$ cat config.mk
export PLATFORM = sky130hd
export DESIGN_NAME = bip_run_ctrl
export DESIGN_NICKNAME = d
export VERILOG_FILES = /design/src/rtl/bip_run_ctrl.sv
export SDC_FILE = /design/constraint.sdc
export NUM_CORES = 1
export LEC_CHECK = 0
export CAP_MARGIN = 20
export CORE_AREA = 4 4 83 85
export DETAILED_ROUTE_END_ITERATION = 7
export DIE_AREA = 0 0 87 89
export HOLD_SLACK_MARGIN = 0.02
export PLACE_DENSITY = 0.88
export SETUP_SLACK_MARGIN = 0.02
export SYNTH_ARGS = -nofsm -noshare
export SYNTH_HDL_FRONTEND = slang
export SYNTH_SLANG_ARGS = --single-unit
$ cat constraint.sdc
create_clock -name i_clock -period 4.26 [get_ports i_clock]
set_input_delay 0.426 -clock i_clock [delete_from_list [all_inputs] [get_ports i_clock]]
set_output_delay 0.426 -clock i_clock [all_outputs]
set_load 0.03 [all_outputs]
$ cat src/rtl/bip_run_ctrl.sv
// bip_run_ctrl: run/step controller and data-RAM arbiter for the BIP core.
// Gates the processor with a registered run-enable, detects halt, counts
// enabled cycles and takes over the data-RAM port to stream a memory dump
// back to the host while the core is stopped.
// Optional feature macro: BIP_CYCLE_CNT_EN (enabled-cycle counter on o_cycles;
// when undefined the counter is removed and o_cycles is tied to 0).
module bip_run_ctrl #(
    parameter int BITS       = 16,
    parameter int DTBITS     = 11,
    parameter int DUMP_WORDS = 16,
    parameter int CNT_BITS   = 32
) (
    input  logic                i_clock,
    input  logic                i_reset,
    input  logic                i_cmd_valid,
    input  logic [1:0]          i_cmd,
    output logic                o_cmd_ready,
    output logic                o_cmd_err,
    output logic                o_cpu_en,
    input  logic                i_cpu_halt,
    input  logic                i_cpu_wr,
    input  logic                i_cpu_rd,
    input  logic [DTBITS-1:0]   i_cpu_addr,
    input  logic [BITS-1:0]     i_cpu_wdata,
    output logic                o_ram_we,
    output logic                o_ram_re,
    output logic [DTBITS-1:0]   o_ram_addr,
    output logic [BITS-1:0]     o_ram_wdata,
    input  logic [BITS-1:0]     i_ram_rdata,
    output logic                o_dump_valid,
    output logic [DTBITS-1:0]   o_dump_addr,
    output logic [BITS-1:0]     o_dump_data,
    input  logic                i_dump_ready,
    output logic [CNT_BITS-1:0] o_cycles,
    output logic [2:0]          o_state
);

    typedef enum logic [2:0] {
        S_IDLE     = 3'd0,
        S_RUN      = 3'd1,
        S_STEP     = 3'd2,
        S_HALT     = 3'd3,
        S_DUMP_RD  = 3'd4,
        S_DUMP_OUT = 3'd5
    } state_t;

    typedef enum logic [1:0] {
        C_RUN  = 2'b00,
        C_STEP = 2'b01,
        C_STOP = 2'b10,
        C_DUMP = 2'b11
    } cmd_t;

    localparam logic [DTBITS-1:0] LAST_PTR = DTBITS'(DUMP_WORDS - 1);

    state_t            state, state_n;
    state_t            ret_state, ret_state_n;
    logic [DTBITS-1:0] ptr, ptr_n;
    logic              cmd_err_n;
    logic              out_first;
    logic [BITS-1:0]   data_q;
    logic              cmd_go;
    logic              halt_hit;

    assign cmd_go   = i_cmd_valid && o_cmd_ready;
    assign halt_hit = i_cpu_halt && o_cpu_en;
    assign o_state  = state;

    // Commands are only taken in the states that can act on them right away.
    always_comb begin
        o_cmd_ready = (state == S_IDLE) || (state == S_RUN) || (state == S_HALT);
    end

    // Next-state, dump pointer and command-error decode.
    always_comb begin
        // NOTE: every output gets a default first so no path can infer a latch.
        state_n     = state;
        ret_state_n = ret_state;
        ptr_n       = ptr;
        cmd_err_n   = 1'b0;
        case (state)
            S_IDLE: begin
                if (cmd_go) begin
                    case (cmd_t'(i_cmd))
                        C_RUN:   state_n = S_RUN;
                        C_STEP:  state_n = S_STEP;
                        C_DUMP: begin
                            state_n     = S_DUMP_RD;
                            ret_state_n = S_IDLE;
                        end
                        default: state_n = S_IDLE;
                    endcase
                end
            end
            S_RUN: begin
                // Halt wins over any command arriving in the same cycle.
                if (halt_hit) begin
                    state_n = S_HALT;
                end else if (cmd_go) begin
                    if (cmd_t'(i_cmd) == C_STOP) state_n = S_IDLE;
                    else                         cmd_err_n = 1'b1;
                end
            end
            S_STEP: begin
                state_n = halt_hit ? S_HALT : S_IDLE;
            end
            S_HALT: begin
                if (cmd_go) begin
                    case (cmd_t'(i_cmd))
                        C_DUMP: begin
                            state_n     = S_DUMP_RD;
                            ret_state_n = S_HALT;
                        end
                        C_STOP:  state_n = S_HALT;
                        default: cmd_err_n = 1'b1;
                    endcase
                end
            end
            S_DUMP_RD: begin
                state_n = S_DUMP_OUT;
            end
            S_DUMP_OUT: begin
                if (i_dump_ready) begin
                    if (ptr == LAST_PTR) begin
                        state_n = ret_state;
                        ptr_n   = '0;
                    end else begin
                        state_n = S_DUMP_RD;
                        ptr_n   = ptr + DTBITS'(1);
                    end
                end
            end
            default: state_n = S_IDLE;
        endcase
    end

    // State, enable, error pulse and dump capture registers.
    always_ff @(posedge i_clock or posedge i_reset) begin
        if (i_reset) begin
            state     <= S_IDLE;
            ret_state <= S_IDLE;
            ptr       <= '0;
            o_cpu_en  <= 1'b0;
            o_cmd_err <= 1'b0;
            out_first <= 1'b0;
            data_q    <= '0;
        end else begin
            // NOTE: non-blocking assignments so every register samples pre-edge values.
            state     <= state_n;
            ret_state <= ret_state_n;
            ptr       <= ptr_n;
            o_cpu_en  <= (state_n == S_RUN) || (state_n == S_STEP);
            o_cmd_err <= cmd_err_n;
            out_first <= (state == S_DUMP_RD);
            if (state == S_DUMP_OUT && out_first) data_q <= i_ram_rdata;
        end
    end

    // RAM port mux: processor while enabled, controller during a dump, idle otherwise.
    always_comb begin
        o_ram_we    = 1'b0;
        o_ram_re    = 1'b0;
        o_ram_addr  = '0;
        o_ram_wdata = '0;
        if (state == S_RUN || state == S_STEP) begin
            o_ram_we    = i_cpu_wr;
            o_ram_re    = i_cpu_rd;
            o_ram_addr  = i_cpu_addr;
            o_ram_wdata = i_cpu_wdata;
        end else if (state == S_DUMP_RD) begin
            o_ram_re   = 1'b1;
            o_ram_addr = ptr;
        end
    end

    // Dump word presentation. The read data arrives during the first DUMP_OUT
    // cycle, so it is passed straight through then and taken from the capture
    // register afterwards; this keeps the word stable until the host takes it.
    always_comb begin
        o_dump_valid = (state == S_DUMP_OUT);
        o_dump_addr  = o_dump_valid ? ptr : '0;
        o_dump_data  = '0;
        if (o_dump_valid) o_dump_data = out_first ? i_ram_rdata : data_q;
    end

`ifdef BIP_CYCLE_CNT_EN
    logic [CNT_BITS-1:0] cycles;

    // Saturating count of cycles in which the processor was enabled.
    always_ff @(posedge i_clock or posedge i_reset) begin
        if (i_reset) begin
            cycles <= '0;
        end else if (o_cpu_en && (cycles != '1)) begin
            cycles <= cycles + CNT_BITS'(1);
        end
    end

    assign o_cycles = cycles;
`else
    assign o_cycles = '0;
`endif

endmodule
==> flow_metrics.tcl, run 1 <==
set metrics [dict create \
    crit_path_cell_trace "inv_2, or3_1, inv_8, and2_2, clkdlybuf4s50_1" \
    die_y_um 89 \
    power_density_nw_per_um2 624 \
    synth_warnings 0 \
    clock.fmax_mhz 325 \
    dr.first_iter.drc_count 111 \
    reg2regPathDepth 4 \
    finClkSkew_ns 0.00429 \
    cts_tree "yes" \
    dr_total_vias 2072 \
    worstReg2RegEnd "o_cpu_en" \
    ys_seq_area_share_pct 35.0 \
    drc 0 \
    grt_pass1_wl_um 9640 \
    crit_type "register to primary output" \
    netlist_instances 246 \
    cp.required_ns 3.83 \
    synth_cell_types 49 \
    final_cell_mix "clkdlybuf4s50_1, dfrtp_1, conb_1, nor2_1, and2_1" \
    hold_slack_ns 0.510 \
    grt_use_total_pct 15.9 \
    rows 29 \
    portBuffers 114 \
    synth-main-ff-cell "dfrtp_1" \
    antenna_found_initial 0 \
    clock_path_buffers 2 \
    clk_pin_slew_ns 0.06 \
    cts.sinks 34 \
    core_area_um2 6200 \
    grt_pass1_vias 2099 \
    start_util_pct 39.2 \
    grt.busiest_layer "met2" \
    layout_commonest_cell "clkdlybuf4s50_1" \
    ir_drop_mv 0.334 \
    setup.worst_path.start_class "register" \
    worstPathArrival_ns 2.65 \
    leakage_uw 0.00154 \
    area_growth_pct 45.6 \
    slew_headroom_pct 32.9 \
    grt_use_met1_pct 18.4 \
    cts-resized-gates 0 \
    critPathCaptureType "primary output" \
    rrSetupSlack_ns 2.00 \
    synth.ff_latch_count 34 \
    final-setup-viol-count 0 \
    worstHoldEndpoint "data_q[3]" \
    reg2reg_from "o_state[1]" \
    grt_util_met2_pct 27.6 \
    gp_congestion 0.788 \
    rsz0062_at_grt "no" \
    pre_cts_ws_ns 1.49 \
    grt_max_degree 35 \
    globalRouteOverflowTotal 0 \
    tns_ns 0 \
    wl_per_cell_um 14.7 \
    cpPeakStageDelay_ns 0.68 \
    worstSkewPairLatency_ns 0.28 \
    slew_viol_final 0 \
    syn_avg_cell_area_um2 9.89 \
    cts_setup_buffers 0 \
    status "complete, no violations" \
    drv_cap 0 \
    hold_start "data_q[3]" \
    syn-cell-area_um2 2430 \
    min_period_ns 3.07 \
    antenna_cells 0 \
    cts_max_level 2 \
    ant_nets 0 \
    dr.pass1.iters 4 \
    worst_path_max_delay_cell "or3_1" \
    wirelength_um 6350 \
    cts-root-buf "clkbuf_8" \
    nets 408 \
    cts_buffers 5 \
    critPathMaxFanout 19 \
    drive_above_1_share_pct 9.86 \
    vias_per_cell 4.80 \
    async_reset_ff_share_pct 100 \
    fin_crit_sh_pct 72.1 \
    cts_hold_buffers 0 \
    setup_ws_ns 1.19 \
    hold_depth 1 \
    hold_viol 0 \
    met3_usage_pct 5.62 \
    worst_pin_slew_ns 1.01 \
    die_x_um 87 \
    dieArea_um2 7740 \
    synth-edff-count 0 \
    min_path_type "register to register" \
    io_pins 147 \
    hpwl_um 4910 \
]
## area by class of cell
| cell class | instances | area [µm²] |
|---|---|---|
| clock buffer | 7 | 76.3 |
| fill | 538 | 2660 |
| inverter | 6 | 30.0 |
| multi-input combinational | 191 | 1330 |
| sequential | 34 | 851 |
| tap | 77 | 96.3 |
| timing repair buffer | 117 | 1160 |
## worst max path at each step
stage                     from               to  slack [ns]  cells after the start
floorplan           o_state[0]  o_dump_data[10]        1.98                      6
global placement    o_state[0]   o_dump_addr[5]        1.54                      5
detailed placement  o_state[0]  o_dump_addr[10]        1.49                      5
CTS                 o_state[0]   o_dump_addr[5]        1.18                      5
global route        o_state[0]   o_dump_addr[4]        1.03                      5
finish              o_state[0]   o_dump_addr[5]        1.19                      5
## critical path, delay by kind of cell, from the launching register on
family | cells | cell delay, ns
simple gates | 2 | 0.84
buf+inv | 3 | 0.96
flops | 1 | 0.55
## power breakdown
group          leakage, µW  internal [µW]  switching [µW]
Sequential        0.000421            443             133
Clock            0.0000383            112             102
Combinational      0.00108            644             775
Total              0.00154           1200            1010
## logic make-up (layout without fill, tap and decap cells)
logic type | count (synthesis) | after routing | share of synthesized area, %
AO/OA/AOI/OAI | 30 | 30 | 9.93
multiplexers | 32 | 32 | 15.5
adder cells (fa/ha/maj) | 1 | 1 | 0.514
buffers and inverters | 52 | 130 | 15.3
other | 1 | 32 | 0.154
AND/OR/NAND/NOR | 88 | 88 | 20.7
XOR/XNOR | 8 | 8 | 2.88
flip-flops | 34 | 34 | 35.0
## synthesized netlist by cell type (3+ instances only)
cell,instances,area share (%)
a21oi_1,3,0.62
a22o_1,11,4.0
and2_1,25,6.4
and3_1,4,1.0
buf_2,3,0.62
buf_4,32,9.9
buf_6,4,1.9
clkbuf_1,5,0.77
dfrtp_1,34,35
inv_1,3,0.46
mux2_2,6,2.8
mux2_4,10,6.2
mux2i_1,16,6.6
nand2_1,10,1.5
nand4_1,6,1.5
nor2_1,25,3.9
nor3_1,3,0.62
o21ai_0,3,0.62
xnor2_1,6,2.2
## per-layer routing
metal / part of all wire (%) / wire length [µm]
met1: 38 / 2430
met2: 51 / 3220
met3: 10 / 637
met4: 1.0 / 65
met5: 0 / 0
## metrics by stage
stage	power, µW	std cells	area (µm²)	utilization (%)
detailed placement	2000	425	3470	55.9
floorplan	1510	277	2550	-
global route	2340	432	3540	57.1
global placement	1970	425	3470	55.9
finish	2210	432	3540	57.1
CTS	2230	432	3540	57.1
## flip-flops by register name (all words and copies together) (netlist names)
name	count
ptr	11
o_cpu_en	1
o_cmd_err	1
o_state	3
out_first	1
data_q	16
ret_state	1
Note: power is estimated with default switching activity, not from simulation.
==> inputs of run 2 (changes only) <==
- CORE_AREA: 4 4 83 85 -> 4 4 90 92
- DIE_AREA: 0 0 87 89 -> 0 0 94 96
- PLACE_DENSITY: 0.88 -> 0.8
- clock period: 4.26 -> 2.82 ns (I/O delays scaled with it)
==> run 2 against run 1 <==
  * Sequential share of layout area rose by 0.15 points
  * Largest power group unchanged
  * Final cell count up 5.8%
  * Non-clock buffer count is 3 higher
  * Global-route usage decreased by 2.2 points
  * Clock skew is 0.0026 ns higher
  * Via count shrank 0.87%
  * Worst setup slack got worse by 1.0 ns
  * Clock power increased by 51%
==> flow_metrics.tcl, run 2 (same netlist as run 1, synthesis figures left out) <==
set metrics [dict create \
    min_period_ns 2.65 \
    dpl_cell_area_um2 3440 \
    min_path_type "input pin to async pin" \
    drc 0 \
    worst_path_max_delay_cell "clkdlybuf4s50_1" \
    io_pins 147 \
    setup.worst_path.start_class "register" \
    largest_register_ffs 16 \
    regMostFlops "data_q" \
    vias_per_cell 4.49 \
    cpPeakStageDelay_ns 0.67 \
    worst_pin_slew_ns 0.988 \
    worstPathArrival_ns 2.37 \
    grt_use_total_pct 13.7 \
    gp_congestion 0.892 \
    wl_per_cell_um 13.8 \
    layout_commonest_cell "clkdlybuf4s50_1" \
    worstReg2RegEnd "o_cpu_en" \
    wirelength_um 6300 \
    cts_buffers 5 \
    dr.pass1.iters 4 \
    slew_headroom_pct 34.2 \
    cts-root-buf "clkbuf_8" \
    rsz0062_at_grt "no" \
    fin_crit_sh_pct 94.0 \
    critPathMaxFanout 19 \
    cts_max_level 2 \
    core_area_um2 7210 \
    power_density_nw_per_um2 930 \
    clk_pin_slew_ns 0.07 \
    ant_nets 0 \
    leakage_uw 0.00160 \
    critPathCaptureType "primary output" \
    final-setup-viol-count 0 \
    reg2regPathDepth 5 \
    final_cells 457 \
    tns_ns 0 \
    start_util_pct 33.7 \
    grt_max_degree 30 \
    cts.sinks 34 \
    place_inst 450 \
    rows 31 \
    cts_hold_buffers 0 \
    dr_total_vias 2054 \
    area_growth_pct 44.8 \
    status "complete, no violations" \
    dieArea_um2 9020 \
    stdcell_area_um2 3520 \
    reg2reg_from "ptr[1]" \
    hpwl_um 5070 \
    final_cell_mix "clkdlybuf4s50_1, buf_4, dfrtp_1, conb_1" \
    cp.required_ns 2.54 \
    nets 411 \
    antenna_found_initial 0 \
    crit_type "register to primary output" \
    hold_viol 0 \
    die_y_um 96 \
    finClkSkew_ns 0.00690 \
    slew_viol_final 0 \
    rrSetupSlack_ns 0.88 \
    cts_tree "yes" \
    grt_pass1_wl_um 10000 \
    crit_path_cell_trace "inv_2, or3_2, inv_8, and2_1, clkdlybuf4s50_1" \
    worstSetupStartpoint "o_state[2]" \
    fin_util_pct 48.8 \
    clock_path_buffers 2 \
    die_x_um 94 \
    dr.first_iter.drc_count 116 \
    worstSkewPairLatency_ns 0.27 \
    drive_above_1_share_pct 19.0 \
    portBuffers 114 \
    drv_cap 0 \
    antenna_cells 0 \
    ir_drop_mv 0.588 \
    globalRouteOverflowTotal 0 \
    hold_slack_ns 0.402 \
    grt_pass1_vias 2120 \
    clock.fmax_mhz 377 \
]
[run 2: report_power, final]
group	switching [µW]	total (µW)	leakage [µW]	internal [µW]
Clock	154	324	0.0000383	170
Sequential	165	836	0.000421	670
Combinational	1200	2120	0.00114	918
Total	1520	3280	0.00160	1760
[run 2: per-stage QoR]
stage | power, µW | worst slack [ns]
6_report | 3280 | 0.168
2_1_floorplan | 2290 | 0.689
3_5_place_dp | 2970 | 0.400
5_1_grt | 3480 | 0.0467
3_3_place_gp | 2940 | 0.433
4_1_cts | 3310 | 0.0906
[run 2: worst max-delay path by stage]
| stage | slack, ns | end | depth (start not counted) |
|---|---|---|---|
| 6_report | 0.17 | o_dump_addr[3] | 5 |
| 3_3_place_gp | 0.43 | o_dump_addr[3] | 5 |
| 4_1_cts | 0.09 | o_dump_addr[5] | 5 |
| 5_1_grt | 0.05 | o_dump_addr[2] | 5 |
| 3_5_place_dp | 0.40 | o_dump_addr[3] | 5 |
| 2_1_floorplan | 0.69 | o_dump_data[10] | 6 |
[run 2: layer usage]
| metal | track usage (%) | up-vias | share of wire, % |
|---|---|---|---|
| li1 | - | 1002 | - |
| met5 | 0 | - | 0 |
| met4 | 1.81 | 0 | 0.16 |
| met3 | 5.08 | 2 | 9.0 |
| met1 | 16.6 | 955 | 41 |
| met2 | 23.7 | 95 | 50 |
[run 2: cell type report]
class | instances | area, µm²
Fill cell | 688 | 3690
Multi-Input combinational cell | 191 | 1330
Timing Repair Buffer | 120 | 1110
Sequential cell | 34 | 851
Tap cell | 99 | 124
Clock buffer | 7 | 76.3
Inverter | 6 | 30.0
[run 2: critical path, delay by kind of cell (launching register included)]
kind | cells | cell delay, ns
flops | 1 | 0.36
simple gates | 2 | 0.80
buf+inv | 3 | 0.92
[run 2: what timing repair did]
item | in CTS | in global routing
endpoints found under the setup margin | 0 | 9
gates resized for setup | 0 | 1
buffers inserted | 0 | 0
==> inputs of run 3 (changes only) <==
- CTS_CLUSTER_DIAMETER: default -> 100
- PLACE_DENSITY: 0.8 -> 0.76
==> run 3 against run 2 <==
  * Maximum frequency up 8.8%
  * First-iteration DRC count fell by 24%
  * Design area grew 0.99%
  * Clock power increased by 14%
  * Power up 1.3%
  * Non-clock buffer count grew 1
  * Routed wire length grew 1.1%
  * Sequential cell count unchanged
  * Sequential power fell by 3.9%
  * Combinational power about the same
  * Sequential share of layout area down 0.24 points
  * Critical path type unchanged
==> flow_metrics.tcl, run 3 (same netlist as run 1, synthesis figures left out) <==
set metrics [dict create \
    largest_register_ffs 16 \
    critical_path.top_delay_family "buffers and inverters" \
    rows 31 \
    pwr-share-clk_pct 11.2 \
    cts_tree "yes" \
    critPathCaptureType "primary output" \
    io_pins 147 \
    worstPathArrival_ns 2.15 \
    status "complete, no violations" \
    combPwrFrac_pct 64.7 \
    dr_total_vias 2098 \
    reg2regPathDepth 5 \
    worst_path_max_delay_cell "clkdlybuf4s50_1" \
    cts-root-buf "clkbuf_8" \
    final_cell_mix "clkdlybuf4s50_1, buf_4, dfrtp_1, conb_1" \
    ant_nets 0 \
    grt_pass1_wl_um 10200 \
    crit_type "register to primary output" \
    clk_pin_slew_ns 0.08 \
    globalRouteOverflowTotal 0 \
    regMostFlops "data_q" \
    power_density_nw_per_um2 933 \
    worst_pin_slew_ns 0.897 \
    wirelength_um 6370 \
    nets 412 \
    cp_num_buf_inv 3 \
    critPathMaxFanout 19 \
    layout_commonest_cell "clkdlybuf4s50_1" \
    wl_per_cell_um 13.9 \
    hold_viol 0 \
    clock.fmax_mhz 410 \
    antenna_found_initial 0 \
    min_path_type "input pin to async pin" \
    dieArea_um2 9020 \
    slew_headroom_pct 40.1 \
    cpPeakStageDelay_ns 0.67 \
    cts_max_level 2 \
    power.total_uw 3320 \
    hpwl_um 5060 \
    grt_max_degree 30 \
    leakage_uw 0.00162 \
    drc 0 \
    cts.sinks 34 \
    power.switching_uw 1530 \
    grt_pass1_vias 2139 \
    cts_buffers 5 \
    min_period_ns 2.44 \
    setup.worst_path.start_class "register" \
    pwr-share-seq_pct 24.2 \
    netSwitchingFraction_pct 46.1 \
    grt_use_total_pct 14.0 \
    drive_above_1_share_pct 20.3 \
    area_growth_pct 46.2 \
    vias_per_cell 4.57 \
    slew_viol_final 0 \
    cp.required_ns 2.54 \
    finClkSkew_ns 0.0130 \
    p_int_uw 1790 \
    hold_slack_ns 0.488 \
    portBuffers 114 \
    rsz0062_at_grt "no" \
    fillers 690 \
    crit_path_cell_trace "inv_2, or3_4, inv_8, and2_1, clkdlybuf4s50_1" \
    ir_drop_mv 0.366 \
    dr.pass1.iters 4 \
    tns_ns 0 \
    worstSkewPairLatency_ns 0.28 \
    path_depth 5 \
    final-setup-viol-count 0 \
    antenna_cells 0 \
    fin_crit_sh_pct 86.4 \
    start_util_pct 33.7 \
    gp_congestion 0.873 \
    clock_path_buffers 2 \
    die_y_um 96 \
    drv_cap 0 \
    core_area_um2 7210 \
    die_x_um 94 \
    dr.first_iter.drc_count 88 \
]
==> run 3: area by class of cell <==
class | count | area, µm² | area share, %
clock buffer | 6 | 82.6 | 2.32
clock inverter | 2 | 12.5 | 0.352
inverter | 6 | 30.0 | 0.844
multi-input combinational | 191 | 1340 | 37.5
sequential | 34 | 851 | 23.9
tap | 99 | 124 | 3.48
timing repair buffer | 121 | 1120 | 31.5
==> run 3: final timing paths <==
kind	start	end	slack (ns)
setup / recovery	o_state[0]	o_dump_addr[8]	0.38
hold / removal	i_reset	data_q[12]	0.49
setup reg to reg	ptr[1]	o_cpu_en	0.88
hold reg to reg	data_q[2]	data_q[2]	0.51
max in group asynchronous	i_reset	ret_state[0]	1.62
min in group i_clock	data_q[2]	data_q[2]	0.51
==> run 3: timing repair <==
item                                    4_1_cts  5_1_grt
endpoints found under the hold margin         0        0
gates resized for setup                       0        2
endpoints found under the setup margin        0        9
buffers inserted                              0        0
hold buffers                                  0        0
==> run 3: power groups by stage <==
stage                     sequential, µW  clock (µW)  combinational [µW]
after floorplan                      825           0                1460
after global placement               796           0                2150
after detailed placement             811           0                2160
after CTS                            803         380                2170
after global routing                 825         404                2310
final                                803         370                2150
==> run 3: metrics by stage <==
stage	utilization, %	instances	setup WS, ns	area, µm²
2_1_floorplan	-	277	0.689	2550
3_3_place_gp	47.9	451	0.428	3460
3_5_place_dp	47.9	451	0.386	3460
4_1_cts	49.2	459	0.0694	3550
5_1_grt	49.3	459	0.268	3560
6_report	49.3	459	0.384	3560
==> run 3: per-layer routing <==
metal / track usage [%] / up-vias / share of wire [%]
li1: - / 1008 / -
met1: 16.9 / 993 / 40
met2: 24.5 / 95 / 50
met3: 4.61 / 2 / 9.3
met4: 2.41 / 0 / 0.38
met5: 0 / - / 0
